--- config.mk ---
export PLATFORM = sky130hd
export DESIGN_NAME = cpu_hazard_ctrl
export DESIGN_NICKNAME = d
export VERILOG_FILES = /design/src/rtl/cpu_hazard_ctrl.sv
export SDC_FILE = /design/constraint.sdc
export NUM_CORES = 1
export LEC_CHECK = 0
export ABC_CLOCK_PERIOD_IN_PS = 3200
export BUFFER_PORTS_ARGS = -buffer_cell sky130_fd_sc_hd__buf_2
export CORE_ASPECT_RATIO = 1.4
export CORE_MARGIN = 3
export CORE_UTILIZATION = 34
export DETAILED_ROUTE_END_ITERATION = 7
export SLEW_MARGIN = 40
export SYNTH_ARGS = -nofsm -noshare
export SYNTH_HDL_FRONTEND = slang
export SYNTH_SLANG_ARGS = --single-unit
--- constraint.sdc ---
create_clock -name clk -period 3.2 [get_ports clk]
set_clock_uncertainty 0.2 [all_clocks]
set_input_delay 0.64 -clock clk [delete_from_list [all_inputs] [get_ports clk]]
set_output_delay 0.64 -clock clk [all_outputs]
set_load 0.01 [all_outputs]
--- src/rtl/cpu_hazard_ctrl.sv ---
// cpu_hazard_ctrl: decode-stage control and read-after-write hazard unit
// for a 5-step pipeline with no forwarding.
//
// Ports:
//   clk, rst               clock, synchronous active-high reset
//   valid_step_2           step 2 holds a real instruction
//   opcode_step_2          instr[31:26]
//   funct_step_2           instr[5:0] (not needed to tell R-type operands apart)
//   rs/rt/rd_step_2        register fields of the step-2 instruction
//   stall                  freeze steps 1/2 and inject a bubble into step 3
//   valid_step_3           instruction entering step 3 is real
//   control_mux_for_rt_rd  1 = rd is the destination, 0 = rt
//   control_mux_for_wnum   write-number select, tied to 0 (wnum_step_5)
//   is_write_reg           register-file write enable for the step-5 instruction
//   wnum_step_5            destination register of the step-5 instruction
//   stall_count            saturating count of stall cycles
module cpu_hazard_ctrl #(
  parameter int unsigned CNT_WIDTH = 16
) (
  input  logic                 clk,
  input  logic                 rst,
  input  logic                 valid_step_2,
  input  logic [5:0]           opcode_step_2,
  input  logic [5:0]           funct_step_2,
  input  logic [4:0]           rs_step_2,
  input  logic [4:0]           rt_step_2,
  input  logic [4:0]           rd_step_2,
  output logic                 stall,
  output logic                 valid_step_3,
  output logic                 control_mux_for_rt_rd,
  output logic                 control_mux_for_wnum,
  output logic                 is_write_reg,
  output logic [4:0]           wnum_step_5,
  output logic [CNT_WIDTH-1:0] stall_count
);

  localparam int unsigned REG_W  = 5;
  localparam int unsigned SLOT_N = 3;

  localparam logic [5:0] OP_RTYPE = 6'h00;
  localparam logic [5:0] OP_J     = 6'h02;
  localparam logic [5:0] OP_BEQ   = 6'h04;
  localparam logic [5:0] OP_ADDI  = 6'h08;
  localparam logic [5:0] OP_ANDI  = 6'h0C;
  localparam logic [5:0] OP_ORI   = 6'h0D;
  localparam logic [5:0] OP_LW    = 6'h23;
  localparam logic [5:0] OP_SW    = 6'h2B;

  // In-flight destinations; index 0 = S3, 1 = S4, 2 = S5.
  logic             slot_v   [SLOT_N];
  logic [REG_W-1:0] slot_dst [SLOT_N];

  logic             reads_rs;
  logic             reads_rt;
  logic             writes;
  logic [REG_W-1:0] dst;
  logic             rs_hit;
  logic             rt_hit;

  // Every R-type is treated as rs,rt -> rd, so funct does not affect decode.
  logic funct_unused;
  assign funct_unused = ^funct_step_2;

  // Operand/destination decode of the step-2 instruction.
  always_comb begin
    reads_rs              = 1'b0;
    reads_rt              = 1'b0;
    writes                = 1'b0;
    dst                   = '0;
    control_mux_for_rt_rd = 1'b0;
    unique case (opcode_step_2)
      OP_RTYPE: begin
        reads_rs              = 1'b1;
        reads_rt              = 1'b1;
        writes                = 1'b1;
        dst                   = rd_step_2;
        control_mux_for_rt_rd = 1'b1;
      end
      OP_ADDI, OP_ANDI, OP_ORI, OP_LW: begin
        reads_rs = 1'b1;
        writes   = 1'b1;
        dst      = rt_step_2;
      end
      OP_SW, OP_BEQ: begin
        reads_rs = 1'b1;
        reads_rt = 1'b1;
      end
      OP_J:    ;
      default: ;
    endcase
  end

  // Source compare against the older in-flight slots only; r0 never hazards.
  always_comb begin
    rs_hit = 1'b0;
    rt_hit = 1'b0;
    for (int i = 0; i < SLOT_N; i++) begin
      if (slot_v[i] && (slot_dst[i] == rs_step_2)) rs_hit = 1'b1;
      if (slot_v[i] && (slot_dst[i] == rt_step_2)) rt_hit = 1'b1;
    end
    if (rs_step_2 == '0) rs_hit = 1'b0;
    if (rt_step_2 == '0) rt_hit = 1'b0;
  end

  assign stall = valid_step_2 & ((reads_rs & rs_hit) | (reads_rt & rt_hit));
  assign valid_step_3         = valid_step_2 & ~stall;
  assign control_mux_for_wnum = 1'b0;
  assign is_write_reg         = slot_v[2];
  assign wnum_step_5          = slot_dst[2];

  // Slot table keeps advancing during a stall; a stalled step 2 enters as a bubble.
  always_ff @(posedge clk) begin
    if (rst) begin
      for (int i = 0; i < SLOT_N; i++) begin
        slot_v[i]   <= 1'b0;
        slot_dst[i] <= '0;
      end
    end else begin
      slot_v[2]   <= slot_v[1];
      slot_dst[2] <= slot_dst[1];
      slot_v[1]   <= slot_v[0];
      slot_dst[1] <= slot_dst[0];
      slot_v[0]   <= valid_step_2 & writes & (dst != '0) & ~stall;
      slot_dst[0] <= dst;
    end
  end

  // Saturating stall-cycle counter.
  always_ff @(posedge clk) begin
    if (rst) begin
      stall_count <= '0;
    end else if (stall && (stall_count != {CNT_WIDTH{1'b1}})) begin
      stall_count <= stall_count + CNT_WIDTH'(1);
    end
  end

endmodule

==> results of run 1 <==
## layout make-up
cell class              count  area (um2)  area share (%)
multi-input cells         170        1170            50.5
flip-flops and latches     34         681            29.3
repair buffers             53         278            12.0
well taps                  68        85.1            3.66
clock buffers               6        82.6            3.56
inverters                   6        22.5           0.970
## per-layer routing
layer / share of wire (%) / GRT usage [%]
met2: 55 / 28.6
met3: 5.6 / 3.55
met4: 0.84 / 5.27
met5: 0 / 0
met1: 38 / 15.1
## worst max-delay path, cell delays in order
cell and delay (ns):
sky130_fd_sc_hd__buf_2 0.14, sky130_fd_sc_hd__xor2_1 0.17, sky130_fd_sc_hd__nor4_1 0.39, sky130_fd_sc_hd__and3_1 0.26
sky130_fd_sc_hd__o311a_1 0.20, sky130_fd_sc_hd__a31oi_4 0.06, sky130_fd_sc_hd__inv_1 0.10, sky130_fd_sc_hd__buf_2 0.13
## final timing paths
check,start,to,slack [ns],depth (start not counted)
min,slot_v[0][1],slot_v[0][2],0.29,1
max,rs_step_2[2],stall,0.26,8
max reg2reg,slot_dst[0][12],stall_count[11],0.64,8
min reg2reg,slot_v[0][1],slot_v[0][2],0.29,1
## cells by family (layout without fill, tap and decap cells)
| logic type | count (synthesis) | count (layout) | synth area share (%) |
|---|---|---|---|
| xor gates and xnor gates | 30 | 30 | 13.4 |
| other | 1 | 1 | 0.191 |
| AOI/OAI and AO/OA | 39 | 39 | 15.2 |
| and+or+nand+nor | 96 | 96 | 28.3 |
| adders and majority gates | 1 | 1 | 0.636 |
| muxes | 3 | 3 | 1.72 |
| buffers and inverters | 21 | 65 | 5.98 |
| DFF | 34 | 34 | 34.6 |
## sequential cells by signal, summed over array words and instances, names as in the netlist
name	count
stall_count	16
slot_dst	15
slot_v	3
## metrics by stage
stage          utilization (%)  cells  cell area (um2)  total power (uW)
2_1_floorplan                -    225             1970               474
3_3_place_gp              40.2    331             2240               509
3_5_place_dp              40.2    331             2240               509
4_1_cts                   41.7    337             2320               822
5_1_grt                   41.7    337             2320               841
6_report                  41.7    337             2320               805
## placed cells by master (no fill, tap or decap), drive strengths merged, types with 8 or more instances in the layout
cell type and instances:
a21oi 10, buf 53, dfxtp 34, nand2 12, nand3 10, nor2 18
nor2b 14, nor4 13, o31ai 8, or4 9, xor2 24
## power by group through the flow
| stage | Combinational [uW] | Sequential [uW] | Clock, uW |
|---|---|---|---|
| 4_1_cts | 72.9 | 427 | 322 |
| 3_3_place_gp | 72.0 | 437 | 0 |
| 3_5_place_dp | 72.6 | 437 | 0 |
| 5_1_grt | 80.1 | 427 | 334 |
| 2_1_floorplan | 38.1 | 436 | 0 |
| 6_report | 72.4 | 427 | 305 |
==> run_summary.xml, run 1 <==
<?xml version="1.0" encoding="UTF-8"?>
<metrics>
  <group name="run_status">
    <metric name="run_status" unit="">finished, final reports clean</metric>
  </group>
  <group name="synth">
    <metric name="synth_common_cells" unit="">sky130_fd_sc_hd__dfxtp_1, sky130_fd_sc_hd__xor2_1, sky130_fd_sc_hd__nor2_1, sky130_fd_sc_hd__nor2b_1, sky130_fd_sc_hd__nand2_1</metric>
    <metric name="syn_area_per_cell" unit="um2">8.74</metric>
    <metric name="synth_top_area_share" unit="%">34.6</metric>
    <metric name="synthTopCellsByArea" unit="">sky130_fd_sc_hd__dfxtp_1, sky130_fd_sc_hd__xor2_1, sky130_fd_sc_hd__nor2b_1</metric>
    <metric name="edff_count_synth" unit="">0</metric>
    <metric name="syn_nets" unit="">256</metric>
    <metric name="synth_sequential_area_ratio" unit="%">34.6</metric>
    <metric name="most_used_dff_post_synth" unit="">sky130_fd_sc_hd__dfxtp_1</metric>
    <metric name="post-synth-top-count-cell" unit="">sky130_fd_sc_hd__dfxtp_1</metric>
    <metric name="syn-instance-count" unit="">225</metric>
    <metric name="synth_seq_cells" unit="">34</metric>
    <metric name="fraction_of_registers_with_async_set_or_reset_after_synthesis" unit="%">0</metric>
    <metric name="synth_largest_area_cell" unit="">sky130_fd_sc_hd__dfxtp_1</metric>
    <metric name="synthesis.area" unit="mm2">0.00197</metric>
    <metric name="synthesis.yosys.warnings" unit="">0</metric>
    <metric name="synthDistinctLibCells" unit="">45</metric>
  </group>
  <group name="clocking">
    <metric name="htree_levels" unit="">2</metric>
    <metric name="worstSkewPairLatency" unit="ns">0.27</metric>
    <metric name="clock-root-buffer" unit="">sky130_fd_sc_hd__clkbuf_8</metric>
    <metric name="cts_inserted_buffers" unit="">5</metric>
    <metric name="clock_tree_from_tritoncts" unit="">built</metric>
    <metric name="clk_buf_depth" unit="">2</metric>
    <metric name="clock_pin_slew_on_the_worst_setup_and_hold_paths" unit="ns">0.06</metric>
    <metric name="cts.sink_count" unit="">34</metric>
    <metric name="cts_repair_resize_count" unit="">0</metric>
    <metric name="hold_buffers" unit="">0</metric>
    <metric name="post-cts-setup-buffer-count" unit="">0</metric>
  </group>
  <group name="worst_setup_path">
    <metric name="worstSetupStartpointType" unit="">input pin</metric>
    <metric name="worst_ep_required_time" unit="ns">2.36</metric>
    <metric name="critical_path_peak_fanout" unit="">4</metric>
    <metric name="type_of_element_capturing_the_critical_path" unit="">output pin</metric>
    <metric name="timing_worst_setup_path_type" unit="">input pin to output pin</metric>
    <metric name="crit_arrival" unit="ns">2.10</metric>
  </group>
  <group name="cells_and_area">
    <metric name="number_of_antenna_repair_diodes" unit="">0</metric>
    <metric name="area_growth" unit="%">18.1</metric>
    <metric name="nets" unit="">301</metric>
    <metric name="fillerInstances" unit="">581</metric>
    <metric name="proportion_of_layout_cells_with_a_drive_suffix_above_1" unit="%">26.0</metric>
  </group>
  <group name="power_and_ir_drop">
    <metric name="power_report.internal_total" unit="uW">620</metric>
    <metric name="power_density" unit="mW/mm2">346</metric>
    <metric name="sw_pwr" unit="uW">185</metric>
    <metric name="vdd_ir_drop_max" unit="uV">170</metric>
    <metric name="sequentialPowerShare" unit="%">53.1</metric>
    <metric name="power.combinational.fraction" unit="%">9.0</metric>
    <metric name="power.share.clock" unit="%">37.9</metric>
    <metric name="switching_part_of_the_total_power" unit="%">22.9</metric>
    <metric name="total_leakage_power" unit="uW">0.000980</metric>
  </group>
  <group name="place">
    <metric name="buffer_ports.inserted" unit="">48</metric>
    <metric name="place_worst_setup_slack" unit="ns">0.152</metric>
    <metric name="place_congestion" unit="">0.857</metric>
    <metric name="hpwlAfterDp" unit="mm">3.77</metric>
  </group>
  <group name="drt">
    <metric name="drc_errors" unit="">0</metric>
    <metric name="postRouteAntennaNets" unit="">0</metric>
    <metric name="detail_route.iter0.violations" unit="">58</metric>
    <metric name="detail_route.wl_per_cell" unit="um">14.5</metric>
    <metric name="first_pass_iters" unit="">4</metric>
    <metric name="detail_route.wirelength" unit="mm">4.89</metric>
    <metric name="vias" unit="">1808</metric>
    <metric name="average_via_count_per_standard_cell" unit="">5.36</metric>
  </group>
  <group name="global_routing">
    <metric name="overflow_after_grt" unit="">0</metric>
    <metric name="global_routing_usage_summed_across_all_routing_layers" unit="%">14.7</metric>
    <metric name="first_pass_grt_wire_length" unit="mm">7.90</metric>
    <metric name="grt_antenna_before_repair" unit="">0</metric>
    <metric name="grt_pass1_vias" unit="">1760</metric>
    <metric name="maximum_number_of_pins_on_one_net_before_global_route_repair" unit="">37</metric>
  </group>
  <group name="floorplan">
    <metric name="die_area" unit="mm2">0.00675</metric>
    <metric name="overall_die_width" unit="um">70.3</metric>
    <metric name="die_y" unit="um">96.0</metric>
    <metric name="initial_utilization" unit="%">35.3</metric>
    <metric name="design.core.area" unit="mm2">0.00557</metric>
    <metric name="boundaryPins" unit="">56</metric>
    <metric name="num_rows" unit="">32</metric>
  </group>
  <group name="sta">
    <metric name="timing_hold_violations_final" unit="">0</metric>
    <metric name="setup_tns" unit="ns">0</metric>
    <metric name="fmax" unit="MHz">340</metric>
    <metric name="final_period_minus_worst_setup_slack" unit="ns">2.94</metric>
    <metric name="timing.max_slew.rel_slack" unit="%">56.8</metric>
    <metric name="rsz0062_at_grt" unit="">no</metric>
    <metric name="final_max_slew_viol_count" unit="">0</metric>
    <metric name="setup-violations-final" unit="">0</metric>
    <metric name="worstMarginPinSlew" unit="ns">0.648</metric>
    <metric name="timing.final.crit_share" unit="%">91.8</metric>
    <metric name="hold_slack" unit="ns">0.294</metric>
    <metric name="finalWorstSetupSlack" unit="ns">0.262</metric>
  </group>
  <group name="flow_run">
    <metric name="max-cap-violations" unit="">0</metric>
  </group>
  <group name="worst_hold_path">
    <metric name="timing.hold.worst.class" unit="">flip-flop to flip-flop</metric>
  </group>
</metrics>
Power figures use the tool's default switching activity.
==> run 2, diff against run 1 <==
GPL_TIMING_DRIVEN = 0   (was unset)
==> run 2 against run 1 <==
- core utilization rose by 2.0 points
- setup slack got worse by 0.17 ns
- maximum frequency fell by 5.4%
- sequential share of layout area fell by 1.3 points
- die area did not move
- routed wire length rose by 5.1%
- count of clock-buffer cells in the layout rose by 1
- critical path type unchanged
==> run_summary.xml, run 2 (synthesized netlist as in run 1, its figures left out) <==
<?xml version="1.0" encoding="UTF-8"?>
<metrics>
  <group name="run_status">
    <metric name="run_status" unit="">finished, final reports clean</metric>
  </group>
  <group name="sta">
    <metric name="timing_hold_violations_final" unit="">0</metric>
    <metric name="worstMarginPinSlew" unit="ns">0.704</metric>
    <metric name="final_max_slew_viol_count" unit="">0</metric>
    <metric name="setup-violations-final" unit="">0</metric>
    <metric name="hold_slack" unit="ns">0.278</metric>
    <metric name="fmax" unit="MHz">322</metric>
    <metric name="final_period_minus_worst_setup_slack" unit="ns">3.11</metric>
    <metric name="finalWorstSetupSlack" unit="ns">0.0949</metric>
    <metric name="rsz0062_at_grt" unit="">no</metric>
    <metric name="timing.max_slew.rel_slack" unit="%">52.7</metric>
    <metric name="timing.final.crit_share" unit="%">97.0</metric>
  </group>
  <group name="floorplan">
    <metric name="num_rows" unit="">32</metric>
    <metric name="die_area" unit="mm2">0.00675</metric>
    <metric name="boundaryPins" unit="">56</metric>
    <metric name="die_y" unit="um">96.0</metric>
    <metric name="design.core.area" unit="mm2">0.00557</metric>
    <metric name="overall_die_width" unit="um">70.3</metric>
    <metric name="initial_utilization" unit="%">35.3</metric>
  </group>
  <group name="worst_setup_path">
    <metric name="timing_worst_setup_path_type" unit="">input pin to output pin</metric>
    <metric name="worst_ep_required_time" unit="ns">2.36</metric>
    <metric name="type_of_element_capturing_the_critical_path" unit="">output pin</metric>
    <metric name="worstSetupStartpoint" unit="">rt_step_2[0]</metric>
    <metric name="critical_path_peak_fanout" unit="">6</metric>
    <metric name="rr_startpoint" unit="">stall_count[5]</metric>
    <metric name="worstSetupStartpointType" unit="">input pin</metric>
    <metric name="crit_arrival" unit="ns">2.27</metric>
  </group>
  <group name="place">
    <metric name="placed_cells_incl_taps" unit="">339</metric>
    <metric name="place_congestion" unit="">0.841</metric>
    <metric name="place_worst_setup_slack" unit="ns">-0.0672</metric>
    <metric name="dpl_cell_area" unit="mm2">0.00228</metric>
    <metric name="hpwlAfterDp" unit="mm">3.96</metric>
    <metric name="buffer_ports.inserted" unit="">46</metric>
  </group>
  <group name="drt">
    <metric name="detail_route.wirelength" unit="mm">5.14</metric>
    <metric name="first_pass_iters" unit="">4</metric>
    <metric name="drc_errors" unit="">0</metric>
    <metric name="detail_route.wl_per_cell" unit="um">14.6</metric>
    <metric name="postRouteAntennaNets" unit="">0</metric>
    <metric name="detail_route.iter0.violations" unit="">85</metric>
    <metric name="vias" unit="">1849</metric>
    <metric name="average_via_count_per_standard_cell" unit="">5.25</metric>
  </group>
  <group name="global_routing">
    <metric name="maximum_number_of_pins_on_one_net_before_global_route_repair" unit="">11</metric>
    <metric name="first_pass_grt_wire_length" unit="mm">8.38</metric>
    <metric name="grt_antenna_before_repair" unit="">0</metric>
    <metric name="global_routing_usage_summed_across_all_routing_layers" unit="%">15.7</metric>
    <metric name="grt_pass1_vias" unit="">1815</metric>
    <metric name="overflow_after_grt" unit="">0</metric>
  </group>
  <group name="cells_and_area">
    <metric name="proportion_of_layout_cells_with_a_drive_suffix_above_1" unit="%">28.2</metric>
    <metric name="largest_register_ffs" unit="">16</metric>
    <metric name="most_common_library_cell_in_the_layout_ignoring_fill_and_taps" unit="">sky130_fd_sc_hd__buf_2</metric>
    <metric name="layout.cells.non_filler" unit="">352</metric>
    <metric name="largestRegisters" unit="">stall_count: 16 flops, slot_dst: 15 flops, slot_v: 3 flops</metric>
    <metric name="max_flop_register" unit="">stall_count</metric>
    <metric name="final_instance_area" unit="mm2">0.00243</metric>
    <metric name="area_growth" unit="%">23.7</metric>
    <metric name="number_of_antenna_repair_diodes" unit="">0</metric>
    <metric name="mostFrequentLayoutCells" unit="">sky130_fd_sc_hd__buf_2, sky130_fd_sc_hd__dfxtp_1, sky130_fd_sc_hd__xor2_1, sky130_fd_sc_hd__nor2_1, sky130_fd_sc_hd__nor2b_1</metric>
    <metric name="nets" unit="">314</metric>
  </group>
  <group name="clocking">
    <metric name="clk_buf_depth" unit="">2</metric>
    <metric name="htree_levels" unit="">2</metric>
    <metric name="clock-root-buffer" unit="">sky130_fd_sc_hd__clkbuf_8</metric>
    <metric name="cts_inserted_buffers" unit="">5</metric>
    <metric name="hold_buffers" unit="">0</metric>
    <metric name="cts.sink_count" unit="">34</metric>
    <metric name="clock_tree_from_tritoncts" unit="">built</metric>
    <metric name="clock_pin_slew_on_the_worst_setup_and_hold_paths" unit="ns">0.07</metric>
    <metric name="worstSkewPairLatency" unit="ns">0.28</metric>
  </group>
  <group name="power_and_ir_drop">
    <metric name="total_leakage_power" unit="uW">0.00102</metric>
    <metric name="power_density" unit="mW/mm2">340</metric>
    <metric name="fin_total_pwr" unit="uW">828</metric>
    <metric name="vdd_ir_drop_max" unit="uV">196</metric>
  </group>
  <group name="worst_hold_path">
    <metric name="worstHoldStart" unit="">slot_v[0][0]</metric>
    <metric name="timing.hold.worst.class" unit="">flip-flop to flip-flop</metric>
  </group>
  <group name="flow_run">
    <metric name="max-cap-violations" unit="">0</metric>
  </group>
</metrics>
## run 2: metal layers
metal | vias up | wire length (um) | track usage (%)
met5 | - | 0 | 0
met4 | 0 | 43 | 4.79
met3 | 4 | 248 | 3.34
met2 | 56 | 2770 | 30.2
met1 | 858 | 2080 | 17.2
li1 | 931 | - | -
## run 2: stage by stage
stage | setup TNS [ns] | util [%]
6_report | 0 | 43.7
5_1_grt | 0 | 43.7
4_1_cts | 0 | 42.9
3_5_place_dp | -0.0672 | 41.0
3_3_place_gp | -0.0927 | 41.0
2_1_floorplan | 0 | -
## run 2: what timing repair did
action,in CTS,in global routing
pin swaps,1,2
resized for setup,1,3
setup buffers,1,4
setup endpoints to repair,1,1
## run 2: final cells by class
cell class | count | area [um2]
Tap cell | 68 | 85.1
Inverter | 6 | 26.3
Sequential cell | 34 | 681
Buffer | 15 | 98.8
Fill cell | 560 | 3130
Timing Repair Buffer | 51 | 268
Multi-Input combinational cell | 170 | 1180
Clock buffer | 7 | 86.3
Clock inverter | 1 | 5.00
## run 2: report_power, final
part / leakage (uW) / switching [uW] / internal (uW)
logic: 0.000701 / 45.6 / 30.7
clock network: 0.0000482 / 151 / 173
registers: 0.000274 / 2.01 / 425
## run 2: critical path, stage by stage
cell                         delay (ns)
sky130_fd_sc_hd__buf_2             0.14
sky130_fd_sc_hd__or4_1             0.51
sky130_fd_sc_hd__nor2_1            0.20
sky130_fd_sc_hd__a211oi_2          0.11
sky130_fd_sc_hd__a31oi_4           0.22
sky130_fd_sc_hd__buf_8             0.16
sky130_fd_sc_hd__clkinvlp_4        0.12
sky130_fd_sc_hd__buf_2             0.16
## run 2: worst paths after layout
path               endpoint  slack, ns  depth (start not counted)
max reg2reg  stall_count[1]       0.56                          7
min            slot_v[0][1]       0.28                          1
min reg2reg    slot_v[0][1]       0.28                          1
max                   stall       0.09                          8
